--- src/rtl/aes_req_arbiter.sv ---
// Purpose  : round-robin share of one pipelined encryption_block between NUM_REQ requesters.
// Latency  : handshake at T -> response enters the FIFO at T+CORE_LATENCY+1, rsp_valid at T+CORE_LATENCY+2.
// Backpress: grants are withheld while in-flight jobs plus queued responses would exceed RSP_DEPTH.
//
// Ports:
//   clk, reset (async, active-low)     clock and reset
//   enable                             1: grant new jobs; 0: stop granting, drain in-flight work
//   req_valid/req_ready                per-requester handshake, req_ready is one-hot
//   req_key/req_data                   requester i fields at [i*N +: N]
//   core_key/core_plaintext            registered inputs to the encryption core
//   core_ciphertext                    core output, valid CORE_LATENCY cycles after the input register
//   rsp_valid/rsp_ready/rsp_id/rsp_data  response FIFO head (id = requester index)
//   busy                               controller is not idle
// Optional build: define AES_ARB_STATS_EN for stat_issued / stat_stall saturating counters.

module aes_req_arbiter #(
    parameter int  N            = 128,
    parameter int  NUM_REQ      = 2,
    parameter int  CORE_LATENCY = 11,
    parameter int  RSP_DEPTH    = 4,
    localparam int ID_W         = (NUM_REQ > 1) ? $clog2(NUM_REQ) : 1
) (
    input  logic                 clk,
    input  logic                 reset,
    input  logic                 enable,
    input  logic [NUM_REQ-1:0]   req_valid,
    output logic [NUM_REQ-1:0]   req_ready,
    input  logic [NUM_REQ*N-1:0] req_key,
    input  logic [NUM_REQ*N-1:0] req_data,
    output logic [N-1:0]         core_key,
    output logic [N-1:0]         core_plaintext,
    input  logic [N-1:0]         core_ciphertext,
    output logic                 rsp_valid,
    output logic [ID_W-1:0]      rsp_id,
    output logic [N-1:0]         rsp_data,
    input  logic                 rsp_ready,
    output logic                 busy
`ifdef AES_ARB_STATS_EN
    ,
    output logic [15:0]          stat_issued,
    output logic [15:0]          stat_stall
`endif
);

    localparam int CW = $clog2(RSP_DEPTH) + 1;

    typedef enum logic [1:0] {IDLE, ACTIVE, DRAIN} state_t;

    typedef struct packed {
        logic [ID_W-1:0] id;
        logic [N-1:0]    dat;
    } rsp_t;

    state_t                  state;
    logic [ID_W-1:0]         rr_ptr;
    logic [CW-1:0]           inflight;
    logic [CW-1:0]           fifo_cnt;
    logic [CW:0]             occupancy;
    logic                    credit_ok;
    logic                    drained;
    logic                    grant_vld;
    logic [ID_W-1:0]         grant_id;
    logic [CORE_LATENCY-1:0] tag_vld;
    logic [ID_W-1:0]         tag_id [CORE_LATENCY];
    rsp_t                    push_dat;
    rsp_t                    head_dat;

    // Jobs still inside the core count against the FIFO too, so a result
    // leaving the tag pipe always finds a free slot.
    assign occupancy = {1'b0, inflight} + {1'b0, fifo_cnt};
    assign credit_ok = occupancy < (CW+1)'(RSP_DEPTH);
    assign drained   = (inflight == '0) && (fifo_cnt == '0);
    assign busy      = (state != IDLE);

    // Scan starts one past the last winner; rr_ptr itself is checked last.
    // Gating on enable stops grants in the very cycle enable goes low.
    always_comb begin
        grant_vld = 1'b0;
        grant_id  = '0;
        if (state == ACTIVE && enable && credit_ok) begin
            for (int k = 1; k <= NUM_REQ; k++) begin
                if (!grant_vld && req_valid[(int'(rr_ptr) + k) % NUM_REQ]) begin
                    grant_vld = 1'b1;
                    grant_id  = ID_W'((int'(rr_ptr) + k) % NUM_REQ);
                end
            end
        end
        req_ready = '0;
        if (grant_vld) begin
            req_ready[grant_id] = 1'b1;
        end
    end

    always_ff @(posedge clk or negedge reset) begin
        if (!reset) begin
            state <= IDLE;
        end else begin
            case (state)
                IDLE:    if (enable) state <= ACTIVE;
                ACTIVE:  if (!enable) state <= DRAIN;
                DRAIN: begin
                    if (enable) begin
                        state <= ACTIVE;
                    end else if (drained) begin
                        state <= IDLE;
                    end
                end
                default: state <= IDLE;
            endcase
        end
    end

    // Core input registers, round-robin pointer and the tag pipe that
    // mirrors the core's depth so each ciphertext meets its requester id.
    always_ff @(posedge clk or negedge reset) begin
        if (!reset) begin
            core_key       <= '0;
            core_plaintext <= '0;
            rr_ptr         <= '0;
            inflight       <= '0;
            for (int s = 0; s < CORE_LATENCY; s++) begin
                tag_vld[s] <= 1'b0;
                tag_id[s]  <= '0;
            end
        end else begin
            if (grant_vld) begin
                core_key       <= req_key[int'(grant_id)*N +: N];
                core_plaintext <= req_data[int'(grant_id)*N +: N];
                rr_ptr         <= grant_id;
            end
            tag_vld[0] <= grant_vld;
            tag_id[0]  <= grant_id;
            for (int s = 1; s < CORE_LATENCY; s++) begin
                tag_vld[s] <= tag_vld[s-1];
                tag_id[s]  <= tag_id[s-1];
            end
            inflight <= inflight + CW'(grant_vld) - CW'(tag_vld[CORE_LATENCY-1]);
        end
    end

    assign push_dat = '{id: tag_id[CORE_LATENCY-1], dat: core_ciphertext};

    aes_arb_fifo #(
        .W     ($bits(rsp_t)),
        .DEPTH (RSP_DEPTH)
    ) u_rsp_fifo (
        .clk      (clk),
        .reset    (reset),
        .push_vld (tag_vld[CORE_LATENCY-1]),
        .push_dat (push_dat),
        .pop_rdy  (rsp_ready),
        .head_vld (rsp_valid),
        .head_dat (head_dat),
        .count    (fifo_cnt)
    );

    assign rsp_id   = head_dat.id;
    assign rsp_data = head_dat.dat;

`ifdef AES_ARB_STATS_EN
    always_ff @(posedge clk or negedge reset) begin
        if (!reset) begin
            stat_issued <= '0;
            stat_stall  <= '0;
        end else begin
            if (grant_vld && stat_issued != 16'hFFFF) begin
                stat_issued <= stat_issued + 16'd1;
            end
            if (state == ACTIVE && (|req_valid) && !credit_ok && stat_stall != 16'hFFFF) begin
                stat_stall <= stat_stall + 16'd1;
            end
        end
    end
`endif

endmodule

// Purpose  : generic FIFO with a registered head entry.
// Latency  : push visible at the head two edges later when empty; back-to-back pops stream.
// Backpress: no full flag; the writer must guarantee count < DEPTH before pushing.
// count includes the head register, so it reflects everything the FIFO holds.
module aes_arb_fifo #(
    parameter int  W     = 8,
    parameter int  DEPTH = 4,
    localparam int AW    = $clog2(DEPTH),
    localparam int CW    = AW + 1
) (
    input  logic          clk,
    input  logic          reset,
    input  logic          push_vld,
    input  logic [W-1:0]  push_dat,
    input  logic          pop_rdy,
    output logic          head_vld,
    output logic [W-1:0]  head_dat,
    output logic [CW-1:0] count
);

    logic [W-1:0]  mem [DEPTH];
    logic [AW-1:0] wr_ptr;
    logic [AW-1:0] rd_ptr;
    logic [CW-1:0] mem_cnt;
    logic          head_take;
    logic          mem_rd;

    // Head reloads when empty or being popped this cycle.
    assign head_take = !head_vld || pop_rdy;
    assign mem_rd    = head_take && (mem_cnt != '0);
    assign count     = mem_cnt + CW'(head_vld);

    always_ff @(posedge clk) begin
        if (push_vld) begin
            mem[wr_ptr] <= push_dat;
        end
    end

    always_ff @(posedge clk or negedge reset) begin
        if (!reset) begin
            wr_ptr   <= '0;
            rd_ptr   <= '0;
            mem_cnt  <= '0;
            head_vld <= 1'b0;
            head_dat <= '0;
        end else begin
            if (push_vld) begin
                wr_ptr <= wr_ptr + AW'(1);
            end
            if (mem_rd) begin
                rd_ptr   <= rd_ptr + AW'(1);
                head_dat <= mem[rd_ptr];
            end
            if (head_take) begin
                head_vld <= (mem_cnt != '0);
            end
            mem_cnt <= mem_cnt + CW'(push_vld) - CW'(mem_rd);
        end
    end

endmodule

--- config.mk ---
export PLATFORM = sky130hd
export DESIGN_NAME = aes_req_arbiter
export DESIGN_NICKNAME = d
export VERILOG_FILES = /design/src/rtl/aes_req_arbiter.sv
export SDC_FILE = /design/constraint.sdc
export NUM_CORES = 1
export LEC_CHECK = 0
export ABC_AREA = 1
export CAP_MARGIN = 20
export CELL_PAD_IN_SITES_DETAIL_PLACEMENT = 2
export CELL_PAD_IN_SITES_GLOBAL_PLACEMENT = 2
export CORE_AREA = 2 2 406 408
export CTS_BUF_LIST = sky130_fd_sc_hd__clkbuf_8
export DETAILED_ROUTE_END_ITERATION = 6
export DIE_AREA = 0 0 408 410
export GPL_TIMING_DRIVEN = 0
export PLACE_DENSITY = 0.73
export REMOVE_ABC_BUFFERS = 1
export SYNTH_ARGS = -nofsm -noshare
export SYNTH_HDL_FRONTEND = slang
export SYNTH_SLANG_ARGS = --single-unit
export TNS_END_PERCENT = 10
--- constraint.sdc ---
create_clock -name clk -period 3.3 [get_ports clk]
set_input_delay 0.33 -clock clk [delete_from_list [all_inputs] [get_ports clk]]
set_output_delay 0.33 -clock clk [all_outputs]
set_load 0.02 [all_outputs]
==> results.toml <==
[synthesis]
yosys_register_bits = 937
ys_warn_count = 0
synth_top_family_by_area = "simple AND/OR/NAND/NOR gates"
ys_types = 26
syn_area_sq_mm = 0.0389
syn_inst = 4072
synth-compound-area-share_pct = 5.46
muxShareOfSynthArea_pct = 0
syn-mean-instance-area_sq_um = 9.56
synth_xor_area_share_pct = 0.157
yosys.area_share.simple_pct = 21.4
ys_seq_area_share_pct = 66.9
synthAdderAreaFrac_pct = 0.489

[sta]
fin_ws_ps = 75.1
relSlewSlack_pct = 38.5
timing.fmax_mhz = 310
finClkSkew_ps = 71.2
period_share_pct = 97.7
finalHoldViolCount = 0
finalCriticalPeriod_ps = 3220
hold_slack_ps = 127
fin_tns_setup_ps = 0
setup_viol = 0
finalMaxSlewViolations = 0
rsz0062_at_grt = "yes"
worstMarginPinSlew_ps = 920

[routing]
viasPerCell = 4.54
drc = 0
drtAntennaViolNets = 0
vias = 36200
first_iter_violations = 2121
routedWlPerCell_um = 25.9
drt-pass1-iter-count = 5
totalWireLength_um = 206000

[setup_path]
required_ps = 2970
r2r_cells = 16
crit_fanout = 3
crit_arrival_ps = 2890
crit_path_start_kind = "flop"
critPathKind = "reg2out"
worst_setup_path_end_kind = "primary output"

[power]
leakage_nw = 26.9
p_sw_share_pct = 40.7
p_switching_mw = 19.7
p_int_mw = 28.7
ir_drop_mv = 0.445
clkPwrFrac_pct = 25.2
pwr_density_cell_mw_per_mm2 = 797
power.total_mw = 48.4
p_seq_share_pct = 34.2
p_comb_share_pct = 40.6

[placement]
portBuffers = 1034
post-place-ws_ps = -638
gp_congestion = 0.847
place_hpwl_um = 130000

[global_routing]
overflow = 0
grt_pass1_wl_um = 290000
first_global_vias = 40900
grt_max_degree = 130
antenna_found_initial = 94
track_usage_pct = 23.9

[die]
die_w_um = 408
pin_count = 1035
fp.coreArea_sq_mm = 0.163
die_area_sq_mm = 0.167
rows = 149
start_util_pct = 23.8
fp.dieH_um = 410

[clock_network]
root_buffer = "clkbuf_8"
tritoncts = "yes"
clock_latency_ps = 940
clock-sinks = 937
cts_buffer_depth = 3
cts_made_buffers = 178
path_clk_slew_ps = 60
htreeDepth = 4

[final_layout]
mostFrequentLayoutCells = "nand2_1 (1411), clkdlybuf4s50_1 (1031), nor2_1 (777)"
postLayoutCoreUtil_pct = 37.2
drive_above_1_share_pct = 6.23
nNetsFinal = 6217
areaGrowthSynthToFinish_pct = 56.0
layout_commonest_cell = "nand2_1"

[outcome]
status = "finished clean"

[worst_hold_path]
min_path_type = "in2reg"
hold_depth = 5

[run]
maxCapViolCount = 0
worst max-delay path: stages (launching register included):
cell and delay [ps]:
dfrtp_1 410, ha_2 200, ha_4 160, xnor2_2 150, inv_1 70, ha_1 270
nor2_1 80, nand2_1 80, inv_2 110, nand3_4 110, buf_16 190, clkinv_4 60
buf_6 100
stage by stage:
| stage | instance area (sq um) | std cells |
|---|---|---|
| after detailed placement | 51900 | 7102 |
| after global placement | 50900 | 7068 |
| after floorplan | 37800 | 3845 |
| after CTS | 60500 | 7896 |
| after global routing | 60700 | 7951 |
| final | 60700 | 7959 |
power groups by stage:
stage	sequential [mW]	clock (mW)	combinational, mW
finish	16.5	12.2	19.7
global route	16.8	13.1	21.2
CTS	16.4	12.6	19.5
detailed placement	16.6	0	18.5
global placement	16.7	0	16.1
floorplan	20.1	0	7.10
repair_timing:
action / in CTS / in global routing
hold buffers: 443 / 0
pin swaps: 5 / 1
resized for setup: 26 / 17
gates cloned: 8 / 3
hold endpoints to repair: 968 / 0
setup buffers: 10 / 1
endpoints found under the setup margin: 79 / 77
final cells by class:
| cell class | instances | area (sq um) |
|---|---|---|
| Fill cell | 17700 | 103000 |
| Clock inverter | 118 | 801 |
| Timing Repair Buffer | 1531 | 16100 |
| Multi-Input combinational cell | 2625 | 10800 |
| Antenna cell | 59 | 148 |
| Inverter | 284 | 1130 |
| Tap cell | 2189 | 2740 |
| Clock buffer | 216 | 2970 |
| Sequential cell | 937 | 26000 |
cells by family (layout without fill, tap and decap cells):
| group | count (synthesis) | count (layout) |
|---|---|---|
| AOI/OAI and AO/OA | 391 | 391 |
| xor gates and xnor gates | 7 | 7 |
| adders and majority gates | 14 | 14 |
| buffers and inverters | 511 | 2149 |
| DFF | 937 | 937 |
| other | 0 | 59 |
| and+or+nand+nor | 2212 | 2213 |
cells in the mapped netlist:
cell type / n / area share (%)
buf_4: 29 / 0.56
o21ai_1: 79 / 1.0
nand2_1: 1426 / 14
nor2_1: 779 / 7.5
a41oi_1: 1 / 0.023
inv_1: 282 / 2.7
buf_2: 99 / 1.3
nor2_2: 1 / 0.016
inv_2: 1 / 0.0096
clkinv_1: 1 / 0.0096
clkbuf_1: 86 / 0.83
o22ai_1: 129 / 2.1
fa_1: 2 / 0.10
buf_1: 6 / 0.058
a21oi_1: 1 / 0.013
a21oi_2: 1 / 0.023
o21ai_0: 180 / 2.3
or2_2: 2 / 0.032
xnor2_1: 4 / 0.090
nand3_1: 3 / 0.039
xor2_1: 3 / 0.068
edfxtp_1: 516 / 40
buf_6: 7 / 0.20
nand3_2: 1 / 0.026
ha_1: 12 / 0.39
dfrtp_1: 421 / 27
registers in the layout (all words and copies together) (netlist names):
register / cells
tag_vld: 11
rr_ptr: 1
u_rsp_fifo.head_vld: 1
inflight: 3
core_key: 128
u_rsp_fifo.head_dat: 129
u_rsp_fifo.rd_ptr: 2
u_rsp_fifo.mem: 516
state: 2
u_rsp_fifo.wr_ptr: 2
core_plaintext: 128
push_dat: 1
u_rsp_fifo.mem_cnt: 3
tag_id: 10
path summary, 6_finish.rpt:
check / end / slack, ps / startpoint
min: core_key[119]$_DFFE_PN0P_ / 130 / req_key[247]
min in group asynchronous: u_rsp_fifo.head_dat[26]$_DFFE_PN0P_ / 590 / reset
max reg2reg: core_key[4]$_DFFE_PN0P_ / 80 / u_rsp_fifo.mem_cnt[0]$_DFF_PN0_
max: req_ready[1] / 80 / u_rsp_fifo.mem_cnt[0]$_DFF_PN0_
min reg2reg: tag_vld[8]$_DFF_PN0_ / 330 / tag_vld[7]$_DFF_PN0_
max in group asynchronous: core_key[102]$_DFFE_PN0P_ / 1300 / reset
metal layers:
layer | track usage [%] | vias to the layer above | wire [um]
li1 | - | 16000 | -
met1 | 25.1 | 18300 | 74600
met2 | 42.1 | 1275 | 103000
met3 | 8.40 | 495 | 16100
met4 | 12.7 | 44 | 11400
met5 | 0 | - | 274
No activity file was read; power rests on OpenSTA's default activity.
